<file path="src/rtl/nvio_pkg.sv">
// Shared definitions for the nvio enqueue slice: enqueue FSM states,
// default queue depth and a 3-bit population count.
package nvio_pkg;

  localparam int NVIO_QENTRIES = 16;
  localparam int NSLOTS        = 3;

  typedef enum logic {
    ENQ_IDLE = 1'b0,
    ENQ_LSM  = 1'b1
  } enq_state_e;

  function automatic logic [1:0] popcnt3(input logic [2:0] v);
    return {1'b0, v[0]} + {1'b0, v[1]} + {1'b0, v[2]};
  endfunction

endpackage

</file>
<file path="src/rtl/nvio_contig_cnt.sv">
// Finds the lowest valid slot and the length of the contiguous run of
// valid non-LSM slots starting there.
module nvio_contig_cnt
  import nvio_pkg::*;
(
  input  logic [NSLOTS-1:0] slotv,
  input  logic [NSLOTS-1:0] slot_lsm,
  output logic [1:0]        run_len,
  output logic [NSLOTS-1:0] low_oh
);

  logic found;
  logic stop;

  always_comb begin
    run_len = '0;
    low_oh  = '0;
    found   = 1'b0;
    stop    = 1'b0;
    for (int unsigned i = 0; i < NSLOTS; i++) begin
      if (!found && slotv[i]) begin
        found     = 1'b1;
        low_oh[i] = 1'b1;
      end
      if (found && !stop) begin
        if (slotv[i] && !slot_lsm[i])
          run_len = run_len + 2'd1;
        else
          stop = 1'b1;
      end
    end
  end

endmodule

</file>
<file path="src/rtl/nvio_slot_enqueue.sv">
// Enqueue-side slot sequencer: picks bundle slots for the re-order queue,
// expands LSM slots into per-register micro-ops (when NVIO_LSM_EN is defined)
// and owns the queue tail pointer.
module nvio_slot_enqueue
  import nvio_pkg::*;
#(
  parameter int QSLOTS   = 3,
  parameter int QENTRIES = NVIO_QENTRIES,
  parameter int AMSB     = $clog2(QENTRIES) - 1
) (
  input  logic                clk,
  input  logic                rst,
  input  logic                branchmiss,
  input  logic [AMSB:0]       miss_tail,
  input  logic [QSLOTS-1:0]   slotv,
  input  logic [QSLOTS-1:0]   slot_lsm,
  input  logic [5*QSLOTS-1:0] lsm_cnt,
  input  logic [AMSB+1:0]     free_cnt,
  input  logic                debug_on,
  output logic [2:0]          queuedCnt,
  output logic [QSLOTS-1:0]   queued_on,
  output logic [QSLOTS-1:0]   lsm,
  output logic [4:0]          lsm_idx,
  output logic [AMSB:0]       tail0,
  output logic [AMSB:0]       tail1,
  output logic [AMSB:0]       tail2,
  output logic                nextb
);

  logic [AMSB:0]       tail;
  enq_state_e          state, state_nxt;
  logic [4:0]          idx, idx_nxt;
  logic [QSLOTS-1:0]   lsm_slot, lsm_slot_nxt;

  logic [QSLOTS-1:0]   slot_lsm_m;
  logic [5*QSLOTS-1:0] lsm_cnt_m;

`ifdef NVIO_LSM_EN
  assign slot_lsm_m = slot_lsm;
  assign lsm_cnt_m  = lsm_cnt;
`else
  // With sequencing disabled no slot is ever LSM, so the LSM state is unreachable.
  logic unused_lsm_inputs;
  assign slot_lsm_m        = '0;
  assign lsm_cnt_m         = '0;
  assign unused_lsm_inputs = ^{slot_lsm, lsm_cnt};
`endif

  logic [1:0]        run_len;
  logic [QSLOTS-1:0] low_oh;

  nvio_contig_cnt u_contig (
    .slotv    (slotv),
    .slot_lsm (slot_lsm_m),
    .run_len  (run_len),
    .low_oh   (low_oh)
  );

  // Register count of the slot being sequenced (held slot in LSM, lowest slot in IDLE).
  logic [QSLOTS-1:0] cnt_sel_oh;
  logic [4:0]        cnt_sel;
  logic [4:0]        eff_cnt;

  always_comb begin
    cnt_sel_oh = (state == ENQ_LSM) ? lsm_slot : low_oh;
    cnt_sel    = '0;
    for (int unsigned i = 0; i < QSLOTS; i++)
      if (cnt_sel_oh[i])
        cnt_sel = cnt_sel | lsm_cnt_m[5*i +: 5];
    eff_cnt = (cnt_sel == 5'd0) ? 5'd1 : cnt_sel;
  end

  logic [1:0]        lim;
  logic [1:0]        n_plain;
  logic [1:0]        lo;
  logic [QSLOTS-1:0] run_mask;
  logic [QSLOTS-1:0] plain_on;
  logic              free_nz;

  always_comb begin
    lim     = debug_on ? 2'd1 : 2'd3;
    free_nz = (free_cnt != '0);
    n_plain = run_len;
    if (lim < n_plain)
      n_plain = lim;
    if (free_cnt < (AMSB+2)'(n_plain))
      n_plain = free_cnt[1:0];
    lo = low_oh[0] ? 2'd0 : (low_oh[1] ? 2'd1 : 2'd2);
    case (n_plain)
      2'd0:    run_mask = 3'b000;
      2'd1:    run_mask = 3'b001;
      2'd2:    run_mask = 3'b011;
      default: run_mask = 3'b111;
    endcase
    plain_on = run_mask << lo;
  end

  logic [QSLOTS-1:0] retired;

  always_comb begin
    queuedCnt    = '0;
    queued_on    = '0;
    lsm          = '0;
    lsm_idx      = '0;
    nextb        = 1'b0;
    retired      = '0;
    state_nxt    = state;
    idx_nxt      = idx;
    lsm_slot_nxt = lsm_slot;

    if (rst || branchmiss) begin
      state_nxt    = ENQ_IDLE;
      idx_nxt      = '0;
      lsm_slot_nxt = '0;
    end else if (state == ENQ_LSM) begin
      lsm_idx = idx;
      lsm     = lsm_slot;
      if (free_nz) begin
        queued_on = lsm_slot;
        if (idx == eff_cnt - 5'd1) begin
          queuedCnt    = 3'd1;
          retired      = lsm_slot;
          lsm          = '0;
          state_nxt    = ENQ_IDLE;
          idx_nxt      = '0;
          lsm_slot_nxt = '0;
        end else begin
          idx_nxt = idx + 5'd1;
        end
      end
      nextb = ((slotv & ~retired) == '0);
    end else begin
      lsm_idx = idx;
      if ((low_oh & slot_lsm_m) != '0) begin
        if (free_nz) begin
          queued_on = low_oh;
          if (eff_cnt == 5'd1) begin
            queuedCnt = 3'd1;
            retired   = low_oh;
          end else begin
            lsm          = low_oh;
            state_nxt    = ENQ_LSM;
            idx_nxt      = 5'd1;
            lsm_slot_nxt = low_oh;
          end
        end
      end else begin
        queued_on = plain_on;
        queuedCnt = {1'b0, n_plain};
        retired   = plain_on;
      end
      nextb = ((slotv & ~retired) == '0);
    end
  end

  // Tags follow the reset value of tail while rst is held, and blank on a flush.
  logic [AMSB:0] tag_base;

  always_comb begin
    tag_base = rst ? '0 : tail;
    if (branchmiss && !rst) begin
      tail0 = '0;
      tail1 = '0;
      tail2 = '0;
    end else begin
      tail0 = tag_base;
      tail1 = tag_base + (AMSB+1)'(1);
      tail2 = tag_base + (AMSB+1)'(2);
    end
  end

  always_ff @(posedge clk) begin
    if (rst) begin
      tail     <= '0;
      state    <= ENQ_IDLE;
      idx      <= '0;
      lsm_slot <= '0;
    end else begin
      if (branchmiss)
        tail <= miss_tail;
      else
        tail <= tail + (AMSB+1)'(popcnt3(queued_on));
      state    <= state_nxt;
      idx      <= idx_nxt;
      lsm_slot <= lsm_slot_nxt;
    end
  end

endmodule

</file>
<file path="config.mk">
export PLATFORM = sky130hd
export DESIGN_NAME = nvio_slot_enqueue
export DESIGN_NICKNAME = d
export VERILOG_FILES = /design/src/rtl/nvio_pkg.sv /design/src/rtl/nvio_contig_cnt.sv /design/src/rtl/nvio_slot_enqueue.sv
export SDC_FILE = /design/constraint.sdc
export NUM_CORES = 1
export LEC_CHECK = 0
export ABC_AREA = 0
export BUFFER_PORTS_ARGS = -buffer_cell sky130_fd_sc_hd__buf_2
export CAP_MARGIN = 10
export CORE_MARGIN = 5
export CORE_UTILIZATION = 42
export CTS_CLUSTER_DIAMETER = 40
export DETAILED_ROUTE_END_ITERATION = 10
export HOLD_SLACK_MARGIN = 0.03
export PLACE_DENSITY = 0.77
export SLEW_MARGIN = 30
export SYNTH_ARGS = -nofsm -noshare
export SYNTH_HDL_FRONTEND = slang
export SYNTH_SLANG_ARGS = --single-unit
export TNS_END_PERCENT = 20
</file>
<file path="constraint.sdc">
create_clock -name clk -period 3.8 [get_ports clk]
set_input_delay 0.19 -clock clk [delete_from_list [all_inputs] [get_ports clk]]
set_output_delay 0.19 -clock clk [all_outputs]
set_load 0.01 [all_outputs]
</file>
==> impl_metrics.py <==
metrics = {
    "floorplanning": {
        "io-pin-count": 61,
        "rows": 19,
        "die_x_um": 64.61,
        "initial_core_util": 0.4465,
        "core_area_um2": 2805,
        "design.die.area_um2": 4174,
        "die_h_um": 64.61,
    },
    "sta": {
        "layout_setup_ws_ps": 331.1,
        "worst_pin_slew_ps": 510.8,
        "period_minus_slack_ps": 3469,
        "hold_viol": 0,
        "hold_ws_ps": 143.5,
        "rsz0062_at_grt": "false",
        "setup_viol": 0,
        "fin_tns_setup_ps": 0,
        "drv_slew": 0,
        "clock_skew_ps": 2.312,
        "fin_crit_sh": 0.9129,
        "fmax_mhz": 288.3,
        "max_slew_margin": 0.6572,
    },
    "setup_path": {
        "cp.required_ps": 3960,
        "crit_arrival_ps": 3630,
        "reg2regPathDepth": 9,
        "reg2reg_from": "state$_SDFF_PP0_",
        "path_buf_inv": 3,
        "reg2reg_slack_ps": 1020,
        "slowest_stage": "fa_1",
        "crit_chain": "buf_2 > inv_1 > ha_1 > a211oi_1 > inv_1 > ha_1 > nand2b_1 > a31o_1 > a21oi_2 > a211oi_2 > o32ai_2 > fa_1 > ha_1 > fa_1 > xnor2_1 > nor2_1 > a21oi_1 > nor2_1",
        "critPathMaxFanout": 4,
        "crit_family": "adder cells",
        "r2r-end": "tail[2]$_SDFF_PP0_",
        "setup.worst_path.end_class": "flip-flop",
        "cp.depth": 18,
        "start_kind": "input pin",
        "slowest_delay_ps": 460,
        "crit_type": "input pin to flip-flop",
        "path_common_cell": "ha_1",
    },
    "power_and_ir_drop": {
        "cellPowerDensity_nw_per_um2": 218.1,
        "leakage_nw": 0.7119,
        "p_total_uw": 334.5,
        "irDropWorstVdd_mv": 0.1558,
    },
    "placement": {
        "dp_hpwl_um": 2420,
        "placedCellCount": 235,
        "place_congestion": 0.8521,
        "place_ws_ps": 41.81,
        "port_buffers": 41,
    },
    "worst_hold_path": {
        "whs_path_depth": 3,
        "hold_path_end": "tail[2]$_SDFF_PP0_",
        "min_from": "miss_tail[2]",
        "hp-class": "input pin to flip-flop",
    },
    "finish": {
        "layout_commonest_cell": "buf_2",
        "fin_nets": 255,
        "area_growth_pct": 22.48,
        "drive_gt1_frac": 0.3077,
        "layout_common_cells": "buf_2 (41), nor2_1 (21), nand2_1 (16)",
        "finalNonFillerCells": 239,
        "antenna_cells": 0,
    },
    "yosys": {
        "synth_area_um2": 1252,
        "synth_nets": 211,
        "synth_top_area_frac": 0.2078,
        "synthFlopType": "dfxtp_1",
        "ys_types": 45,
        "syn_inst": 165,
        "ys_warn_count": 0,
        "synthDominantAreaCellType": "dfxtp_1",
        "ys_ff_latch": 13,
        "synth_edf_count": 0,
        "ys_top_cells_by_area": "dfxtp_1 (21%), ha_1 (10%), nor2_1 (6.3%)",
        "async_reset_ff_frac": 0,
        "synth-seq-area-share": 0.2078,
        "synth.avg_cell_area_um2": 7.591,
    },
    "grt": {
        "grt_max_degree": 23,
        "use_met3": 0.01900,
        "grt_overflow": 0,
        "grtUsageMet2": 0.2590,
        "grt_pass1_vias": 1210,
        "use_met1": 0.1886,
        "antenna_found_initial": 0,
        "track_usage": 0.1509,
        "grt.busiest_layer": "met2",
        "grt_pass1_wl_um": 5147,
    },
    "clock_network": {
        "htreeDepth": 1,
        "cts_tree": "yes",
        "post-cts-setup-buffers": 0,
        "postCtsResizedCells": 0,
        "clk_pin_slew_ps": 70,
        "clk_path_buf_depth": 2,
        "clk_latency_ps": 280,
        "cts_hold_buf": 0,
        "numCtsBuffers": 3,
        "cts_sinks": 13,
        "cts_root_buffer": "clkbuf_4",
    },
    "detailed_routing": {
        "drt-total-wl_um": 2946,
        "via_per_inst": 5.201,
        "dr.pass1.iters": 4,
        "drt-wirelength-per-cell_um": 12.33,
        "drc": 0,
        "vias": 1243,
        "drt_iter0_drc": 44,
        "antenna_left": 0,
    },
    "flow_run": {
        "drv_cap": 0,
    },
    "outcome": {
        "run_status": "finished, final reports clean",
    },
}
==> worst max path at each step <==
stage	startpoint	end	slack, ps
3_3_place_gp	slotv[0]	tail[2]$_SDFF_PP0_	100
5_1_grt	slotv[0]	tail[2]$_SDFF_PP0_	100
6_report	slotv[0]	tail[2]$_SDFF_PP0_	330
3_5_place_dp	slotv[0]	tail[2]$_SDFF_PP0_	40
2_1_floorplan	slotv[0]	tail[2]$_SDFF_PP0_	190
4_1_cts	slotv[0]	tail[2]$_SDFF_PP0_	350
==> routing by layer <==
| layer | wire length (um) | vias to the layer above |
|---|---|---|
| met2 | 1432 | 31 |
| met4 | 42 | 0 |
| li1 | - | 651 |
| met1 | 1314 | 557 |
| met3 | 157 | 4 |
| met5 | 0 | - |
==> kinds of logic (layout without fill, tap and decap cells) <==
family,Yosys count,after routing,share of synthesized area
buffers and inverters,22,65,0.07792
and+or+nand+nor,72,72,0.2997
other,1,1,0.002994
adders and majority gates,12,12,0.1319
muxes,3,3,0.02398
DFF,13,13,0.2078
xor gates and xnor gates,6,6,0.04197
AOI/OAI and AO/OA,36,36,0.2138
==> state kept, by name (all words and copies together), names as in the netlist <==
signal,count
tail,4
idx,5
state,1
lsm_slot,3
==> worst min-delay path, stage by stage <==
cell     delay [ps]
buf_2            80
a21oi_1          50
nor2_1           70
==> metrics by stage <==
stage,instance area (um^2),utilization
6_report,1534,0.5468
5_1_grt,1534,0.5468
4_1_cts,1534,0.5468
3_3_place_gp,1508,0.5375
3_5_place_dp,1508,0.5375
2_1_floorplan,1260,-
==> synthesized netlist by cell type, drive strengths merged (2+ instances only) <==
cell type / count
a211oi: 2
a21oi: 13
a22o: 2
a22oi: 2
and2: 8
buf: 5
clkbuf: 4
dfxtp: 13
fa: 2
ha: 10
inv: 13
mux2i: 3
nand2: 16
nand2b: 2
nand4: 2
nor2: 22
nor2b: 2
nor3: 12
o21ai: 7
o21bai: 2
or3: 2
xnor2: 3
xor2: 3
==> power by group <==
part           internal [mW]  switching (mW)  leakage, nW
combinational         0.0462          0.0602        0.591
sequential             0.139         0.00397        0.106
clock                 0.0408          0.0440       0.0150
==> layout make-up <==
class / count / area, um^2
clock buffer: 4 / 26.28
sequential: 13 / 260.3
fill: 291 / 1271
multi-input combinational: 130 / 902.1
tap: 31 / 38.79
inverter: 13 / 48.80
timing repair buffer: 48 / 257.7
Note: power is estimated with default switching activity, not from simulation.
